`config.mk`:
```
export PLATFORM = sky130hd
export DESIGN_NAME = inet_csum_accum_flat
export DESIGN_NICKNAME = d
export VERILOG_FILES = /design/src/rtl/inet_csum_accum_pkg.sv /design/src/rtl/inet_csum_accum_if.sv /design/src/rtl/inet_csum_accum_beat_sum.sv /design/src/rtl/inet_csum_accum.sv /design/src/flat_wrapper.sv
export SDC_FILE = /design/constraint.sdc
export NUM_CORES = 1
export LEC_CHECK = 0
export ABC_AREA = 0
export CAP_MARGIN = 20
export CELL_PAD_IN_SITES_DETAIL_PLACEMENT = 0
export CELL_PAD_IN_SITES_GLOBAL_PLACEMENT = 2
export CORE_ASPECT_RATIO = 0.9
export CORE_MARGIN = 2
export CORE_UTILIZATION = 27
export DETAILED_ROUTE_END_ITERATION = 12
export HOLD_SLACK_MARGIN = 0.05
export PLACE_DENSITY = 0.85
export SLEW_MARGIN = 10
export SYNTH_ARGS = -nofsm -noshare
export SYNTH_HDL_FRONTEND = slang
export SYNTH_SLANG_ARGS = --single-unit
```
`constraint.sdc`:
```
create_clock -name clk -period 3.9 [get_ports clk]
set_input_delay 0.585 -clock clk [delete_from_list [all_inputs] [get_ports clk]]
set_output_delay 0.585 -clock clk [all_outputs]
set_load 0.02 [all_outputs]
```
`src/rtl/inet_csum_accum_pkg.sv`:
```
// Shared types and helpers for the streaming ones-complement checksum engine.
// Holds the FSM encoding, the all-ones verify constant and the end-around fold.
package inet_csum_pkg;

  typedef enum logic [2:0] {
    IDLE  = 3'd0,
    ACC   = 3'd1,
    FOLD1 = 3'd2,
    FOLD2 = 3'd3,
    DONE  = 3'd4
  } csum_state_t;

  localparam logic [15:0] CSUM_ALL_ONES = 16'hFFFF;

  // Byte-wide beats still occupy one 16-bit word lane.
  function automatic int words_per_beat(input int data_w);
    return (data_w < 16) ? 1 : data_w / 16;
  endfunction

  function automatic logic [16:0] fold16(input logic [31:0] v);
    return {1'b0, v[15:0]} + {1'b0, v[31:16]};
  endfunction

endpackage

```
`src/rtl/inet_csum_accum_if.sv`:
```
// Beat input and checksum result bundle for the checksum engine.
// master = frame source / result sink, slave = the engine.
interface inet_csum_if #(
  parameter int DATA_W = 32
);
  logic                s_valid;
  logic                s_ready;
  logic [DATA_W-1:0]   s_data;
  logic [DATA_W/8-1:0] s_keep;
  logic                s_last;
  logic [15:0]         s_init;
  logic                m_valid;
  logic                m_ready;
  logic [15:0]         m_csum;
  logic                m_ok;

  modport master (
    output s_valid, s_data, s_keep, s_last, s_init, m_ready,
    input  s_ready, m_valid, m_csum, m_ok
  );

  modport slave (
    input  s_valid, s_data, s_keep, s_last, s_init, m_ready,
    output s_ready, m_valid, m_csum, m_ok
  );
endinterface

```
`src/rtl/inet_csum_accum_beat_sum.sv`:
```
// Combinational sum of one beat's 16-bit words with keep masking on the last beat.
// Byte-wide beats are placed into the high or low half of a word by the parity bit.
module csum_beat_sum
  import inet_csum_pkg::*;
#(
  parameter int DATA_W = 32
) (
  input  logic [DATA_W-1:0]   data,
  input  logic [DATA_W/8-1:0] keep,
  input  logic                last,
  input  logic                parity,
  output logic [18:0]         sum
);

  localparam int NB = DATA_W / 8;
  localparam int NW = words_per_beat(DATA_W);

  logic [DATA_W-1:0] masked;

  // Keep only qualifies the closing beat; earlier beats always count in full.
  always_comb begin
    masked = data;
    for (int i = 0; i < NB; i++) begin
      if (last && !keep[i]) begin
        masked[8*i +: 8] = 8'h00;
      end
    end
  end

  generate
    if (DATA_W == 8) begin : g_byte
      assign sum = parity ? {11'd0, masked[7:0]} : {3'd0, masked[7:0], 8'h00};
    end else begin : g_words
      logic unused_parity;
      assign unused_parity = parity;
      always_comb begin
        sum = '0;
        for (int w = 0; w < NW; w++) begin
          sum = sum + 19'(masked[16*w +: 16]);
        end
      end
    end
  endgenerate

endmodule

```
`src/rtl/inet_csum_accum.sv`:
```
// Streaming RFC 1071 checksum: accumulates beats, folds twice, presents result.
// Result valid three cycles after the last beat; input stalls until the result is taken.
module inet_csum_accum
  import inet_csum_pkg::*;
#(
  parameter int DATA_W     = 32,
  parameter bit COMPLEMENT = 1'b1
) (
  input logic        clk,
  input logic        rst,
  inet_csum_if.slave bus
);

  csum_state_t state;
  logic [31:0] acc;
  logic        parity;
  logic        beat_par;
  logic [18:0] beat_sum;
  logic [16:0] fold_acc;
  logic        take;
  logic        m_valid_r;
  logic [15:0] m_csum_r;
  logic        m_ok_r;

  assign bus.s_ready = !rst && (state == IDLE || state == ACC);
  assign take        = bus.s_valid && bus.s_ready;
  assign beat_par    = (state == IDLE) ? 1'b0 : parity;
  assign fold_acc    = fold16(acc);

  assign bus.m_valid = m_valid_r;
  assign bus.m_csum  = m_csum_r;
  assign bus.m_ok    = m_ok_r;

  csum_beat_sum #(.DATA_W(DATA_W)) u_beat_sum (
    .data   (bus.s_data),
    .keep   (bus.s_keep),
    .last   (bus.s_last),
    .parity (beat_par),
    .sum    (beat_sum)
  );

  // Folding per beat keeps acc below 2^19, so two closing folds always settle it.
  always_ff @(posedge clk) begin
    if (rst) begin
      state     <= IDLE;
      acc       <= '0;
      parity    <= 1'b0;
      m_valid_r <= 1'b0;
      m_csum_r  <= '0;
      m_ok_r    <= 1'b0;
    end else begin
      case (state)
        IDLE: begin
          if (take) begin
            acc    <= 32'(bus.s_init) + 32'(beat_sum);
            parity <= ~beat_par;
            state  <= bus.s_last ? FOLD1 : ACC;
          end
        end
        ACC: begin
          if (take) begin
            acc    <= 32'(fold_acc) + 32'(beat_sum);
            parity <= ~beat_par;
            if (bus.s_last) begin
              state <= FOLD1;
            end
          end
        end
        FOLD1: begin
          acc   <= 32'(fold_acc);
          state <= FOLD2;
        end
        FOLD2: begin
          acc       <= 32'(fold_acc);
          m_csum_r  <= COMPLEMENT ? ~fold_acc[15:0] : fold_acc[15:0];
          m_ok_r    <= (fold_acc[15:0] == CSUM_ALL_ONES);
          m_valid_r <= 1'b1;
          state     <= DONE;
        end
        DONE: begin
          if (bus.m_ready) begin
            m_valid_r <= 1'b0;
            state     <= IDLE;
          end
        end
        default: state <= IDLE;
      endcase
    end
  end

endmodule

```
`src/flat_wrapper.sv`:
```
// flat-port wrapper written by rule: the top's interface ports become plain ports
module inet_csum_accum_flat import inet_csum_pkg::*;
#(
  parameter int DATA_W     = 32,
  parameter bit COMPLEMENT = 1'b1
)
  (clk, rst, bus_s_valid, bus_s_data, bus_s_keep, bus_s_last, bus_s_init, bus_m_ready, bus_s_ready, bus_m_valid, bus_m_csum, bus_m_ok);
  inet_csum_if #(.DATA_W(DATA_W)) bus_i ();
  input logic clk;
  input logic rst;
  input wire logic [$bits(bus_i.s_valid)-1:0] bus_s_valid;
  input wire logic [$bits(bus_i.s_data)-1:0] bus_s_data;
  input wire logic [$bits(bus_i.s_keep)-1:0] bus_s_keep;
  input wire logic [$bits(bus_i.s_last)-1:0] bus_s_last;
  input wire logic [$bits(bus_i.s_init)-1:0] bus_s_init;
  input wire logic [$bits(bus_i.m_ready)-1:0] bus_m_ready;
  output wire logic [$bits(bus_i.s_ready)-1:0] bus_s_ready;
  output wire logic [$bits(bus_i.m_valid)-1:0] bus_m_valid;
  output wire logic [$bits(bus_i.m_csum)-1:0] bus_m_csum;
  output wire logic [$bits(bus_i.m_ok)-1:0] bus_m_ok;
  assign bus_i.s_valid = bus_s_valid;
  assign bus_i.s_data = bus_s_data;
  assign bus_i.s_keep = bus_s_keep;
  assign bus_i.s_last = bus_s_last;
  assign bus_i.s_init = bus_s_init;
  assign bus_i.m_ready = bus_m_ready;
  assign bus_s_ready = bus_i.s_ready;
  assign bus_m_valid = bus_i.m_valid;
  assign bus_m_csum = bus_i.m_csum;
  assign bus_m_ok = bus_i.m_ok;
  inet_csum_accum #(.DATA_W(DATA_W), .COMPLEMENT(COMPLEMENT)) u_core (.clk(clk), .rst(rst), .bus(bus_i));
endmodule
```
==> results.toml <==
[cts]
cts_buffers = 5
root_buffer = "clkbuf_16"
cts-htree-levels = 2
clk_latency_ps = 280
cts_num_sinks = 39
ctsHoldBuffers = 0
path_clk_slew_ps = 60
cts_tree = "done"
clockBufferDepth = 2

[sta]
max-slew-margin-rel = 0.5947
fin_skew_ps = 2.861
post-route-period-util = 0.9577
period_minus_slack_ps = 3735
fmax_ghz = 0.2677
finalMaxSlewViolations = 0
worst-slew-pin-transition_ps = 608.0
tns_ps = 0
hold_viol = 0
hold_ws_ps = 452.4
setup_viol = 0

[logic_synthesis]
yosysWarnings = 0
synth_top_cell_area_share = 0.1985
ys_ff_latch = 39
syn_nets = 641
yosysSeqAreaShare = 0.1985
async_flop_share = 0
synthDistinctLibCells = 55
yosys.area.top_type = "dfxtp_1"
synth_area_mm2 = 0.003934
syn_inst = 546
synthesis.area_per_instance_um2 = 7.205
synth_common_cells = "nand2_1, a21oi_1, dfxtp_1, nor2_1"
synth_edf_count = 0
synthTopCellsByArea = "dfxtp_1, ha_1, a21oi_1"
yosysMostFrequentCell = "nand2_1"
synth_top_flop_cell = "dfxtp_1"

[worst_setup_path]
start_kind = "input pin"
arrival_ps = 3910
cp-end-kind = "flop"
crit_path_max_fanout = 8
cp_common_cell = "o21a_1"
critPathMaxStageDelay_ps = 270
critPathKind = "in2reg"
critPathRequiredTime_ps = 4070
crit_chain = "clkdlybuf4s15_1 > nand2b_4 > and2_4 > ha_4 > inv_2 > fa_2 > nor2b_1 > o21a_1 > o21a_1 > o31a_1 > a21oi_2 > xnor2_1 > ha_1 > buf_4 > nand2_1 > o21bai_1 > a41oi_2 > a21oi_2 > o21a_1 > a211o_1"
crit_slowest_cell = "o31a_1"

[status]
run_status = "finished clean"

[floorplan]
die_y_um = 118.5
dieWidth_um = 131.2
fp.dieArea_mm2 = 0.01555
rows = 41
start_util = 0.2788
io_pins = 76
core_mm2 = 0.01411

[pwr]
power_density_mw_per_mm2 = 370.4
worst_ir_drop_vdd_mv = 0.1832
p_leak_uw = 0.002471

[placement]
gp_congestion = 0.9441
io_buffers = 75
dpl.hpwl_mm = 10.66
postPlaceCellArea_mm2 = 0.005503

[hold_path]
min_path_type = "reg2reg"

[global_route]
grt_overflow = 0
grt_pass1_vias = 4335
grt_usage = 0.1645
grt_pass1_wl_mm = 20.95
grt_max_degree = 37
antenna_found_initial = 0

[cells_and_area]
fin_area_mm2 = 0.005847
final_nets = 792
fill_cells = 1475
drive_above_1_share = 0.2049
antenna-diode-count = 0
synthToLayoutAreaGrowth_pct = 48.63

[flow_run]
cap_violations = 0

[route]
first_iter_violations = 254
routedWlPerCell_um = 14.78
viasPerCell = 4.982
drt_pass1_iterations = 5
ant_nets = 0
dr_total_vias = 4439
drc = 0
wl_mm = 13.17
-- area by class of cell --
type	instances	area, µm²	area share
Clock inverter	2	35.03	0.005992
Timing Repair Buffer	170	1460	0.2497
Clock buffer	6	138.9	0.02375
Tap cell	193	241.5	0.04130
Sequential cell	39	780.7	0.1335
Inverter	19	71.32	0.01220
Multi-Input combinational cell	462	3119	0.5335
-- power by group --
part / total [µW] / internal, µW / switching, µW / leakage, µW
registers: 489 / 441 / 48.1 / 0.000318
logic: 1190 / 605 / 587 / 0.00207
clock network: 484 / 318 / 166 / 0.0000868
-- sequential cells by signal, indices dropped and copies added (netlist names) --
signal / flops
u_core.bus.m_ok: 1
u_core.bus.m_valid: 1
u_core.acc: 18
u_core.bus.m_csum: 16
u_core.state: 3
-- kinds of logic after synthesis --
kind of cell             Yosys count  synth area share
XOR/XNOR                          32           0.07125
AO/OA/AOI/OAI                    167            0.2662
AND/OR/NAND/NOR                  219            0.2783
flip-flops                        39            0.1985
multiplexers                       6           0.01590
adder cells (fa/ha/maj)           38            0.1266
buffers and inverters             45           0.04325
-- worst paths after layout --
check / startpoint / to / slack [ps] / cells past startpoint
setup reg to reg: u_core.acc[16] / u_core.acc[15] / 360 / 15
hold reg to reg: u_core.bus.m_csum[8] / u_core.bus.m_csum[8] / 450 / 2
setup / recovery: bus_s_keep[0] / u_core.acc[15] / 160 / 20
hold / removal: u_core.bus.m_csum[8] / u_core.bus.m_csum[8] / 450 / 2
-- cell usage in the layout (no fill, tap or decap), types with 17 or more instances in the layout --
cell and count:
a21o_1 22, a21oi_1 50, and2_1 29, buf_4 95, clkdlybuf4s50_1 71, dfxtp_1 39
ha_1 32, inv_1 17, nand2_1 72, nor2_1 39, o21ai_0 32, xnor2_1 25
-- worst max-delay path: cells and delay by family --
family / cells / cell delay [ps]
buffers and inverters: 3 / 420
adders and majority gates: 3 / 600
AOI/OAI and AO/OA: 9 / 1650
and+or+nand+nor: 4 / 530
xor gates and xnor gates: 1 / 140
-- stage by stage --
stage / instances / worst slack [ps] / util / total power [µW]
finish: 891 / 165.0 / 0.4145 / 2166
global route: 891 / -28.28 / 0.4145 / 2304
CTS: 888 / 11.48 / 0.4082 / 2133
detailed placement: 878 / -729.7 / 0.3901 / 1628
global placement: 878 / -582.8 / 0.3901 / 1614
floorplan: 546 / 1.551 / - / 1149
-- layer usage --
layer,routed length (µm),GRT usage,vias to the layer above
met3,524,0.02188,15
li1,-,-,2253
met4,177,0.03736,0
met1,6367,0.2273,2056
met2,6102,0.2727,115
met5,0,0,-
-- what timing repair did --
action	4_1_cts	5_1_grt
resized for setup	22	23
buffers inserted	2	3
pin swaps	16	19
endpoints found under the setup margin	11	9
Note: power is estimated with default switching activity, not from simulation.
